==> config.mk <==
export PLATFORM = sky130hd
export DESIGN_NAME = gf8_inv_pipe
export DESIGN_NICKNAME = d
export VERILOG_FILES = /design/src/rtl/sbox_pkg.sv /design/src/rtl/gf4_inv.sv /design/src/rtl/gf8_inv_pipe.sv
export SDC_FILE = /design/constraint.sdc
export NUM_CORES = 1
export LEC_CHECK = 0
export CAP_MARGIN = 30
export CORE_UTILIZATION = 65
export CTS_CLUSTER_DIAMETER = 150
export CTS_CLUSTER_SIZE = 20
export DETAILED_ROUTE_END_ITERATION = 6
export DONT_BUFFER_PORTS = 1
export PLACE_DENSITY_LB_ADDON = 0.12
export SKIP_CTS_REPAIR_TIMING = 1
export SLEW_MARGIN = 10
export SYNTH_ARGS = -nofsm -noshare
export SYNTH_HDL_FRONTEND = slang
export SYNTH_SLANG_ARGS = --single-unit
==> constraint.sdc <==
create_clock -name clk -period 5.3 [get_ports clk]
set_clock_uncertainty 0.15 [all_clocks]
set_input_delay 1.325 -clock clk [delete_from_list [all_inputs] [get_ports clk]]
set_output_delay 1.325 -clock clk [all_outputs]
set_load 0.05 [all_outputs]
==> src/rtl/sbox_pkg.sv <==
// GF(2^4) arithmetic shared by the composite-field byte inverter.
// Polynomial basis modulo y^4+y+1; GF(2^8) is GF(2^4)[x]/(x^2+x+LAMBDA).
package sbox_pkg;

    typedef logic [3:0] gf4_t;

    localparam logic [4:0] GF4_POLY = 5'b1_0011;
    localparam gf4_t       LAMBDA   = 4'hC;

    // Shift-and-add multiply, reducing by y^4 = y + 1 on each shift.
    function automatic gf4_t gf4_mul(input gf4_t a, input gf4_t b);
        gf4_t acc;
        gf4_t sh;
        acc = '0;
        sh  = a;
        for (int i = 0; i < 4; i++) begin
            if (b[i]) acc = acc ^ sh;
            sh = {sh[2:0], 1'b0} ^ (sh[3] ? GF4_POLY[3:0] : 4'h0);
        end
        return acc;
    endfunction

    // Squaring is linear in characteristic 2, so it collapses to a few XORs.
    function automatic gf4_t gf4_sq(input gf4_t a);
        return {a[3], a[1] ^ a[3], a[2], a[0] ^ a[2]};
    endfunction

endpackage

==> src/rtl/gf4_inv.sv <==
// GF(2^4) multiplicative inverse (0 maps to 0), computed as a^14.
// Latency: combinational.
// Backpressure: none, pure function of the input.
module gf4_inv
    import sbox_pkg::*;
(
    input  logic [3:0] a,
    output logic [3:0] y
);

    gf4_t a2;
    gf4_t a4;
    gf4_t a8;

    assign a2 = gf4_sq(a);
    assign a4 = gf4_sq(a2);
    assign a8 = gf4_sq(a4);
    assign y  = gf4_mul(gf4_mul(a8, a4), a2);

endmodule

==> src/rtl/gf8_inv_pipe.sv <==
// Composite-field GF(2^8) inverse with encrypt/tag sideband, 3 register stages.
// Latency: 3 cycles accept-to-out_valid; one byte per cycle when out_ready is high.
// Backpressure: each stage loads when empty or draining; in_ready ignores in_valid.
module gf8_inv_pipe
    import sbox_pkg::*;
#(
    parameter int TAG_W = 4
) (
    input  logic             clk,
    input  logic             rst,
    input  logic             in_valid,
    output logic             in_ready,
    input  logic [7:0]       in_data,
    input  logic             in_encrypt,
    input  logic [TAG_W-1:0] in_tag,
    output logic             out_valid,
    input  logic             out_ready,
    output logic [7:0]       out_data,
    output logic             out_encrypt,
    output logic [TAG_W-1:0] out_tag,
    output logic [1:0]       occupancy
);

    logic             s1_vld;
    logic             s2_vld;
    logic             s3_vld;
    logic             ld1;
    logic             ld2;
    logic             ld3;

    gf4_t             in_ah;
    gf4_t             in_al;
    gf4_t             d_c;
    gf4_t             dinv_c;
    gf4_t             out_h_c;
    gf4_t             out_l_c;

    gf4_t             s1_d;
    gf4_t             s1_ah;
    gf4_t             s1_al;
    logic             s1_enc;
    logic [TAG_W-1:0] s1_tag;

    gf4_t             s2_dinv;
    gf4_t             s2_ah;
    gf4_t             s2_al;
    logic             s2_enc;
    logic [TAG_W-1:0] s2_tag;

    logic [7:0]       s3_dat;
    logic             s3_enc;
    logic [TAG_W-1:0] s3_tag;

    // Ready ripples back from the output: a stage may load if it is empty
    // or its current contents move on in the same cycle.
    assign ld3      = !s3_vld || out_ready;
    assign ld2      = !s2_vld || ld3;
    assign ld1      = !s1_vld || ld2;
    assign in_ready = ld1;

    assign in_ah   = in_data[7:4];
    assign in_al   = in_data[3:0];
    assign d_c     = gf4_mul(LAMBDA, gf4_sq(in_ah)) ^ gf4_mul(in_ah, in_al) ^ gf4_sq(in_al);
    assign out_h_c = gf4_mul(s2_ah, s2_dinv);
    assign out_l_c = gf4_mul(s2_ah ^ s2_al, s2_dinv);

    gf4_inv u_gf4_inv (
        .a (s1_d),
        .y (dinv_c)
    );

    always_ff @(posedge clk) begin
        if (rst) begin
            s1_vld <= 1'b0;
            s2_vld <= 1'b0;
            s3_vld <= 1'b0;
        end else begin
            if (ld1) s1_vld <= in_valid;
            if (ld2) s2_vld <= s1_vld;
            if (ld3) s3_vld <= s2_vld;
        end
    end

    // Payload registers carry no reset; they are only observed behind a valid bit.
    always_ff @(posedge clk) begin
        if (ld1 && in_valid) begin
            s1_d   <= d_c;
            s1_ah  <= in_ah;
            s1_al  <= in_al;
            s1_enc <= in_encrypt;
            s1_tag <= in_tag;
        end
        if (ld2 && s1_vld) begin
            s2_dinv <= dinv_c;
            s2_ah   <= s1_ah;
            s2_al   <= s1_al;
            s2_enc  <= s1_enc;
            s2_tag  <= s1_tag;
        end
        if (ld3 && s2_vld) begin
            s3_dat <= {out_h_c, out_l_c};
            s3_enc <= s2_enc;
            s3_tag <= s2_tag;
        end
    end

    assign out_valid   = s3_vld;
    assign out_data    = s3_dat;
    assign out_encrypt = s3_enc;
    assign out_tag     = s3_tag;
    assign occupancy   = {1'b0, s1_vld} + {1'b0, s2_vld} + {1'b0, s3_vld};

endmodule

==> metrics.csv, run 1 <==
metric,value,unit
# rows,24,
sequential area share after synthesis,50.26,%
Overflow after GRT,0,
Synthesis Warnings,0,
classification of the worst setup path,input pin to primary output,
critical path's slowest cell,nand3_1,
WP data required,3.83,ns
Detail Route Antenna Nets,0,
Mapped Area,2928,µm²
Worst setup SP type,input pin,
Final Hold Viols,0,
IO Port Bufs,0,
chip width,69.12,µm
CTS Root Cell,clkbuf_8,
final non-filler cell total,329,
# H-tree levels,2,
maximum vdd ir drop,0.0002936,V
num ports,34,
Max Root-Sink Buffers,2,
critical path's top delay family,simple AND/OR/NAND/NOR gates,
largest net degree at the start of global routing,26,
worst-path maximum fanout,6,
vias per inst,5.614,
CTS tree,yes,
synthesized area per cell,10.27,µm²
clock slew at reported path FFs,0.09,ns
first-pass GRT wire length,7.258,mm
Initial Util,67.24,%
Max Clk Rate,278.5,MHz
Buf/Inv on CP,0,
ANT cells,0,
CTS sink count,50,
"Period Utilization, post-route",67.75,%
Yosys cell types,41,
DR pass1 iterations,4,
total CTS buffers,5,
Final nets,297,
RD Place Congestion,0.8364,
clock latency at the later pin of the worst-skew pair,0.29,ns
Sum Neg Setup Slack,0,ns
share of cells above drive strength 1,5.054,%
fin crit period,3.591,ns
WL/cell,12.68,µm
Setup-failing EPs final,0,
Min-Delay Path Class,flip-flop to flip-flop,
All-Layer GR Usage,18.85,%
routed wire length,4.171,mm
worst endpoint data arrival time,2.12,ns
Slowest Stage Delay on Critical Path,0.51,ns
measured slew at the worst slew-check pin,0.8025,ns
die area,4777,µm²
Initial DRC Count,94,
Core ar.,4354,µm²
Syn-to-layout area delta,3.632,%
max-cap violations,0,
Final HPWL DP,2.945,mm
RSZ-0062 raised after global routing,no,
CP Cell Sequence,nor2b_1 -> nand3_1,
critical path capture point type,primary output,
leakage power,1.067,nW
post-synth top area share,48.21,%
routed via count,1847,
PwrDens,429.9,nW/µm²
placed insts,321,
synthesized instance count,285,
Slew Limit Headroom,46.50,%
cell taking the most area after synthesis,edfxtp_1,
max-slew violation count,0,
drt drc,0,
Yosys reg bits,50,
Die H,69.12,µm
number of global-route vias before repair,1663,
ranking of synthesized cells by area,"edfxtp_1 (48%), xnor2_1 (9.6%), xor2_1 (5.7%)",
initial antenna violation count,0,
status,finished clean,
Syn Nets,306,
cell families (layout without fill, tap and decap cells):
kind of cell               after synthesis  after routing  synth area share, %
xor gates and xnor gates                52             52                15.81
AOI/OAI and AO/OA                       44             44                9.787
DFF                                     50             50                50.26
and+or+nand+nor                        105            105                16.75
muxes                                    4              4                1.368
buffers and inverters                   26             18                4.060
adders and majority gates                4              4                1.966
cell type report:
| cell class | count | area [µm²] |
|---|---|---|
| Timing Repair Buffer | 3 | 22.52 |
| Clock buffer | 6 | 72.57 |
| Tap cell | 52 | 65.06 |
| Clock inverter | 2 | 38.79 |
| Sequential cell | 50 | 1471 |
| Inverter | 7 | 26.28 |
| Multi-Input combinational cell | 209 | 1338 |
| Fill cell | 316 | 1320 |
final timing paths:
path / startpoint / to / slack (ns) / cells after the start
worst max-delay path: out_ready / in_ready / 1.71 / 2
worst min register to register: s1_tag[1] / s2_tag[1] / 0.27 / 0
worst max register to register: s1_d[3] / s2_dinv[1] / 1.87 / 9
worst min-delay path: s1_tag[1] / s2_tag[1] / 0.27 / 0
worst reg2reg max path: stages (launching register included):
cell and delay (ns):
edfxtp_1 0.88, xor2_1 0.27, xnor2_1 0.35, ha_1 0.45
and4b_1 0.29, o21ai_0 0.14, nand4_1 0.14, nor3_1 0.27
nor3_2 0.09, xor2_1 0.16
placed cells by master, fill, tap and decap left out, drive strengths merged:
cell type / n
a311o: 1
inv: 7
nand3b: 1
nor3: 5
a211oi: 1
clkbuf: 6
a221o: 1
edfxtp: 47
a21oi: 18
a311oi: 2
o211a: 1
a31oi: 1
mux2i: 4
or3b: 2
xnor2: 32
dfxtp: 3
bufinv: 1
buf: 3
o21ai: 7
nor3b: 1
ha: 3
and4b: 1
clkinv: 1
fa: 1
nand4: 1
o221ai: 3
o22ai: 3
nor2: 25
o21a: 1
a22oi: 3
a21o: 1
nand2: 43
a21boi: 1
nor2b: 12
nand2b: 9
nand3: 5
xor2: 20
through the flow:
| stage | power (mW) | hold slack [ns] | util (%) | instance area (µm²) | setup slack (ns) |
|---|---|---|---|---|---|
| 6_report | 1.304 | 0.2708 | 69.68 | 3034 | 1.709 |
| 5_1_grt | 1.398 | 0.2754 | 69.68 | 3034 | 1.571 |
| 4_1_cts | 1.312 | 0.2680 | 69.68 | 3034 | 1.703 |
| 3_5_place_dp | 1.057 | 0.2556 | 67.13 | 2923 | 1.707 |
| 3_3_place_gp | 1.042 | 0.2517 | 66.95 | 2915 | 1.736 |
| 2_1_floorplan | 0.9973 | 0.2503 | - | 2928 | 1.795 |
where the power goes:
group	leakage (nW)	internal, mW	switching (mW)
combinational	0.542	0.217	0.240
sequential	0.470	0.496	0.0941
clock	0.0554	0.142	0.115
flip-flops by register name, summed over array words and instances, names as in the netlist:
signal       flops
out_tag          4
out_data         8
s2_tag           4
s2_ah            4
s1_vld           1
s1_enc           1
s1_d             4
s1_tag           4
out_valid        1
out_encrypt      1
s2_al            4
s1_al            4
s2_enc           1
s2_vld           1
s1_ah            4
s2_dinv          4
layer usage:
metal | track usage [%] | share of wire [%] | up-vias
met5 | 0 | 0 | -
met3 | 4.532 | 3.4 | 6
met1 | 25.00 | 48 | 851
li1 | - | - | 949
met2 | 30.31 | 47 | 41
met4 | 6.803 | 1.5 | 0
synthesized netlist by cell type:
cell type	count
edfxtp_1	47
nand2_1	43
xnor2_1	32
nor2_1	25
xor2_1	19
a21oi_1	17
nor2b_1	12
buf_2	11
nand2b_1	9
clkbuf_1	7
inv_1	7
nand3_1	5
o21ai_1	5
mux2i_1	4
nor3_1	4
a22oi_1	3
dfxtp_1	3
ha_1	3
o221ai_1	3
o22ai_1	3
o21ai_0	2
or3b_1	2
a211oi_1	1
a21boi_0	1
a21o_1	1
a21oi_2	1
a221o_1	1
a311o_1	1
a311oi_1	1
a311oi_2	1
a31oi_1	1
and4b_1	1
buf_6	1
fa_1	1
nand3b_1	1
nand4_1	1
nor3_2	1
nor3b_1	1
o211a_1	1
o21a_1	1
xor2_2	1
No activity file was read; power rests on OpenSTA's default activity.
==> run 2: changes to the inputs <==
--- a/config.mk
+++ b/config.mk
@@ -6,7 +6,7 @@
 export NUM_CORES = 1
 export LEC_CHECK = 0
 export CAP_MARGIN = 30
-export CORE_UTILIZATION = 65
+export CORE_UTILIZATION = 63
 export CTS_CLUSTER_DIAMETER = 150
 export CTS_CLUSTER_SIZE = 20
 export DETAILED_ROUTE_END_ITERATION = 6
==> constraint.sdc (replaced) <==
create_clock -name clk -period 3.45 [get_ports clk]
set_clock_uncertainty 0.15 [all_clocks]
set_input_delay 0.8625 -clock clk [delete_from_list [all_inputs] [get_ports clk]]
set_output_delay 0.8625 -clock clk [all_outputs]
set_load 0.05 [all_outputs]
==> metrics.csv, run 2 (same netlist as run 1, synthesis figures left out) <==
metric,value,unit,change
status,finished clean,,
Detail Route Antenna Nets,0,,unchanged
clock network power share,17.7,%,-2.0 points
Final Hold Viols,0,,unchanged
routed wire length,4.411,mm,+5.8%
Core ar.,4414,µm²,+1.4%
met3 usage,4.473,%,-0.059 points
PwrDens,645.6,nW/µm²,+50%
vias per inst,5.565,,-0.88%
"most common cell after layout, fill and taps aside",edfxtp_1,,
Min-Delay Path Class,flip-flop to flip-flop,,
P_int,1.270,mW,+49%
Largest register FFs,8,,unchanged
hold-critical path depth,0,,unchanged
switching part of the total,35.54,%,+1.1 points
critical path capture point type,primary output,,
classification of the worst setup path,flip-flop to primary output,,
Max Root-Sink Buffers,2,,unchanged
die area,4924,µm²,+3.1%
All-Layer GR Usage,19.31,%,+0.46 points
WHS,0.2750,ns,+0.004230 ns
FF-to-FF path depth,9,,unchanged
Max Clk Rate,343.8,MHz,
Final nets,301,,+1.3%
worst endpoint data arrival time,1.90,ns,-0.22 ns
number of global-route vias before repair,1649,,-0.84%
fin crit period,2.908,ns,
worst r2r dst,s2_dinv[1],,
Overflow after GRT,0,,unchanged
Comb pwr share,38.6,%,+3.5 points
share of cells above drive strength 1,6.762,%,+1.7 points
measured slew at the worst slew-check pin,0.5963,ns,-0.2062 ns
num ports,34,,unchanged
total CTS buffers,5,,unchanged
DR pass1 iterations,4,,unchanged
clock latency at the later pin of the worst-skew pair,0.29,ns,about the same
max-cap violations,0,,unchanged
Slew Limit Headroom,60.20,%,+14 points
CTS tree,yes,,
CTS sink count,50,,unchanged
Seq pwr share,43.8,%,-1.4 points
RD Place Congestion,0.8060,,-3.6%
Sum Neg Setup Slack,0,ns,unchanged
CTS Root Cell,clkbuf_8,,
Syn-to-layout area delta,4.231,%,
WHS Endpoint,s2_tag[3],,
maximum vdd ir drop,0.0004112,V,+40%
Setup-failing EPs final,0,,unchanged
# H-tree levels,2,,unchanged
WL/cell,13.25,µm,+4.5%
met1 usage in global routing,26.90,%,+1.9 points
routed via count,1853,,+0.32%
leakage power,1.079,nW,+1.1%
WP data required,2.44,ns,-1.39 ns
chip width,70.17,µm,+1.5%
Final HPWL DP,3.118,mm,+5.9%
worst-path maximum fanout,6,,unchanged
"Period Utilization, post-route",84.30,%,
M2 GR Usage,30.45,%,+0.14 points
drt drc,0,,unchanged
max-slew violation count,0,,unchanged
Initial Util,66.33,%,-0.91 points
IO Port Bufs,0,,unchanged
largest net degree at the start of global routing,25,,-3.8%
Die H,70.17,µm,+1.5%
first-pass GRT wire length,7.445,mm,+2.6%
clock slew at reported path FFs,0.09,ns,about the same
switching power,0.7001,mW,+56%
hold_sp,s1_tag[3],,
ANT cells,0,,unchanged
R2R Setup Slk,0.62,ns,-1.25 ns
most frequent cells in the layout,"edfxtp_1 (47), nand2_1 (43), xnor2_1 (32)",,
initial antenna violation count,0,,unchanged
Worst setup SP type,flip-flop,,
# rows,24,,unchanged
FF-to-FF Start,s1_d[3],,
fillcell total,320,,+1.3%
RSZ-0062 raised after global routing,no,,
gr busiest metal,met2,,
Initial DRC Count,180,,+91%
[run 2: changes by cell type in the layout (fill, tap and decap cells not counted)]
cell        before  now
inv_6            0    1
clkbuf_8         5    6
buf_4            3    7
clkinvlp_4       0    1
clkinv_4         1    0
clkbuf_1         1    0
bufinv_16        1    0
[run 2: worst max-delay path by stage]
stage               depth (start not counted)       from         end
global route                                2  out_valid    in_ready
finish                                      2  out_valid    in_ready
CTS                                         2  out_valid    in_ready
floorplan                                  12    s1_d[3]  s2_dinv[1]
detailed placement                          9    s1_d[3]  s2_dinv[1]
global placement                            9    s1_d[3]  s2_dinv[1]
[run 2: area by class of cell]
cell class	instances	area, µm²	area share, %
Sequential cell	50	1471	48.22
Multi-Input combinational cell	209	1338	43.83
Clock buffer	6	82.58	2.706
Tap cell	52	65.06	2.132
Timing Repair Buffer	7	52.55	1.722
Inverter	7	26.28	0.8610
Clock inverter	2	16.27	0.5330
[run 2: per-stage QoR]
stage | instances | setup WS [ns] | utilization, % | power [mW] | cell area (µm²)
2_1_floorplan | 285 | 0.4525 | - | 1.532 | 2928
3_3_place_gp | 324 | 0.7230 | 66.72 | 1.613 | 2945
3_5_place_dp | 325 | 0.6200 | 66.89 | 1.633 | 2953
4_1_cts | 333 | 0.5300 | 69.13 | 1.982 | 3052
5_1_grt | 333 | 0.4194 | 69.13 | 2.112 | 3052
6_report | 333 | 0.5416 | 69.13 | 1.970 | 3052
[run 2: critical path, cell delays in order, from the launching register on]
cell     delay, ns
dfxtp_1       0.71
nor2b_1       0.39
nand3_1       0.50
[run 2: power groups by stage]
| stage | Combinational, mW | Clock, mW | Sequential (mW) |
|---|---|---|---|
| 2_1_floorplan | 0.696 | 0 | 0.836 |
| 3_3_place_gp | 0.740 | 0 | 0.874 |
| 3_5_place_dp | 0.757 | 0 | 0.876 |
| 4_1_cts | 0.760 | 0.360 | 0.862 |
| 5_1_grt | 0.856 | 0.383 | 0.872 |
| 6_report | 0.760 | 0.348 | 0.862 |
[run 2: routing by layer]
metal  up-vias  routed length (µm)
met5         -                   0
met4         0                  41
met3         6                 183
met2        44                2117
met1       842                2068
li1        961                   -
==> run 3: changes to the inputs <==
--- a/config.mk
+++ b/config.mk
@@ -6,7 +6,7 @@
 export NUM_CORES = 1
 export LEC_CHECK = 0
 export CAP_MARGIN = 30
-export CORE_UTILIZATION = 63
+export CORE_UTILIZATION = 57
 export CTS_CLUSTER_DIAMETER = 150
 export CTS_CLUSTER_SIZE = 20
 export DETAILED_ROUTE_END_ITERATION = 6
==> constraint.sdc (replaced) <==
create_clock -name clk -period 2.5 [get_ports clk]
set_clock_uncertainty 0.15 [all_clocks]
set_input_delay 0.625 -clock clk [delete_from_list [all_inputs] [get_ports clk]]
set_output_delay 0.625 -clock clk [all_outputs]
set_load 0.05 [all_outputs]
==> metrics.csv, run 3 (same netlist as run 1, synthesis figures left out) <==
metric,value,unit,change
status,finished clean,,
chip width,73.67,µm,+5.0%
CTS tree,yes,,
routed wire length,4.528,mm,+2.7%
worst endpoint data arrival time,2.32,ns,+0.42 ns
leakage power,1.144,nW,+6.0%
"Period Utilization, post-route",96.49,%,
Slew Limit Headroom,62.41,%,+2.2 points
maximum vdd ir drop,0.0004706,V,+14%
Syn-to-layout area delta,10.30,%,
Final nets,307,,+2.0%
Die H,73.67,µm,+5.0%
fin crit period,2.412,ns,
classification of the worst setup path,flip-flop to flip-flop,,
WL/cell,12.79,µm,-3.4%
Max Root-Sink Buffers,2,,unchanged
critical path capture point type,flip-flop,,
Final HPWL DP,3.224,mm,+3.4%
Layout Utilization,67.04,%,-2.1 points
clock latency at the later pin of the worst-skew pair,0.30,ns,about the same
vias per inst,5.271,,-5.3%
share of cells above drive strength 1,12.89,%,+6.1 points
crit path from,s1_d[2],,
die area,5427,µm²,+10%
# rows,25,,+4.2%
fillcell total,384,,+20%
hold_sp,rst,,
Largest register FFs,8,,unchanged
Initial Util,60.78,%,-5.5 points
pre-CTS WS,0.01083,ns,-0.6092 ns
Max Clk Rate,414.5,MHz,
measured slew at the worst slew-check pin,0.5622,ns,-0.03404 ns
worst-path maximum fanout,16,,+10
number of global-route vias before repair,1615,,-2.1%
PwrDens,921.3,nW/µm²,+43%
Worst setup SP type,flip-flop,,
CTS sink count,50,,unchanged
clock slew at reported path FFs,0.09,ns,about the same
Initial DRC Count,157,,-13%
Core ar.,4817,µm²,+9.1%
final worst slack,0.08768,ns,-0.4539 ns
largest net degree at the start of global routing,25,,unchanged
RSZ-0062 raised after global routing,yes,,
DR pass1 iterations,4,,unchanged
max-cap violations,0,,unchanged
Setup-failing EPs final,0,,unchanged
first-pass GRT wire length,7.348,mm,-1.3%
Min-Delay Path Class,input pin to flip-flop,,
drt drc,0,,unchanged
# H-tree levels,2,,unchanged
total CTS buffers,5,,unchanged
Detail Route Antenna Nets,0,,unchanged
initial antenna violation count,0,,unchanged
Sum Neg Setup Slack,0,ns,unchanged
max-slew violation count,0,,unchanged
Overflow after GRT,0,,unchanged
WHS,0.2259,ns,-0.04918 ns
num ports,34,,unchanged
routed via count,1866,,+0.70%
RD Place Congestion,0.8236,,+2.2%
most frequent cells in the layout,"edfxtp_1 (47), nand2_1 (43), xnor2_1 (30)",,
"most common cell after layout, fill and taps aside",edfxtp_1,,
ANT cells,0,,unchanged
All-Layer GR Usage,17.90,%,-1.4 points
CTS Root Cell,clkbuf_8,,
Final Hold Viols,0,,unchanged
FF-to-FF Start,s1_d[2],,
WP data required,2.40,ns,-0.04 ns
IO Port Bufs,0,,unchanged
run 3: where the power goes:
| part | internal, mW | switching (mW) |
|---|---|---|
| sequential | 1.05 | 0.141 |
| combinational | 0.579 | 0.636 |
| clock | 0.303 | 0.265 |
run 3: cell type report:
| type | instances | area, µm² | area share [%] |
|---|---|---|---|
| clock buffer | 5 | 68.82 | 2.131 |
| inverter | 7 | 26.28 | 0.8136 |
| multi-input combinational | 209 | 1434 | 44.40 |
| timing repair buffer | 13 | 97.59 | 3.022 |
| tap | 67 | 83.83 | 2.596 |
| clock inverter | 3 | 47.55 | 1.472 |
| sequential | 50 | 1471 | 45.56 |
run 3: worst max-delay path: stages, from the launching register on:
cell      delay, ns
edfxtp_1       0.48
xor2_4         0.23
xnor2_4        0.16
ha_4           0.37
nand3_1        0.09
a21o_1         0.20
nand4_1        0.12
o211a_1        0.17
nor3_2         0.04
xor2_1         0.14
run 3: per-layer routing:
metal	vias to the layer above	share of wire [%]	global-route usage [%]
met5	-	0	0
met4	0	0.97	5.769
met3	4	4.0	4.664
met2	48	49	28.13
met1	836	46	24.24
li1	978	-	-
run 3: worst paths after layout:
path	to	cells after the start	slack, ns
hold / removal	s1_vld	1	0.23
hold reg to reg	s2_ah[0]	0	0.27
setup reg to reg	s2_dinv[1]	9	0.09
setup / recovery	s2_dinv[1]	9	0.09
run 3: metrics by stage:
stage	total power [mW]	std cells	instance area, µm²
global placement	2.339	345	3077
detailed placement	2.367	345	3077
floorplan	2.234	285	3030
finish	2.975	354	3229
global route	3.166	354	3229
CTS	2.935	353	3193
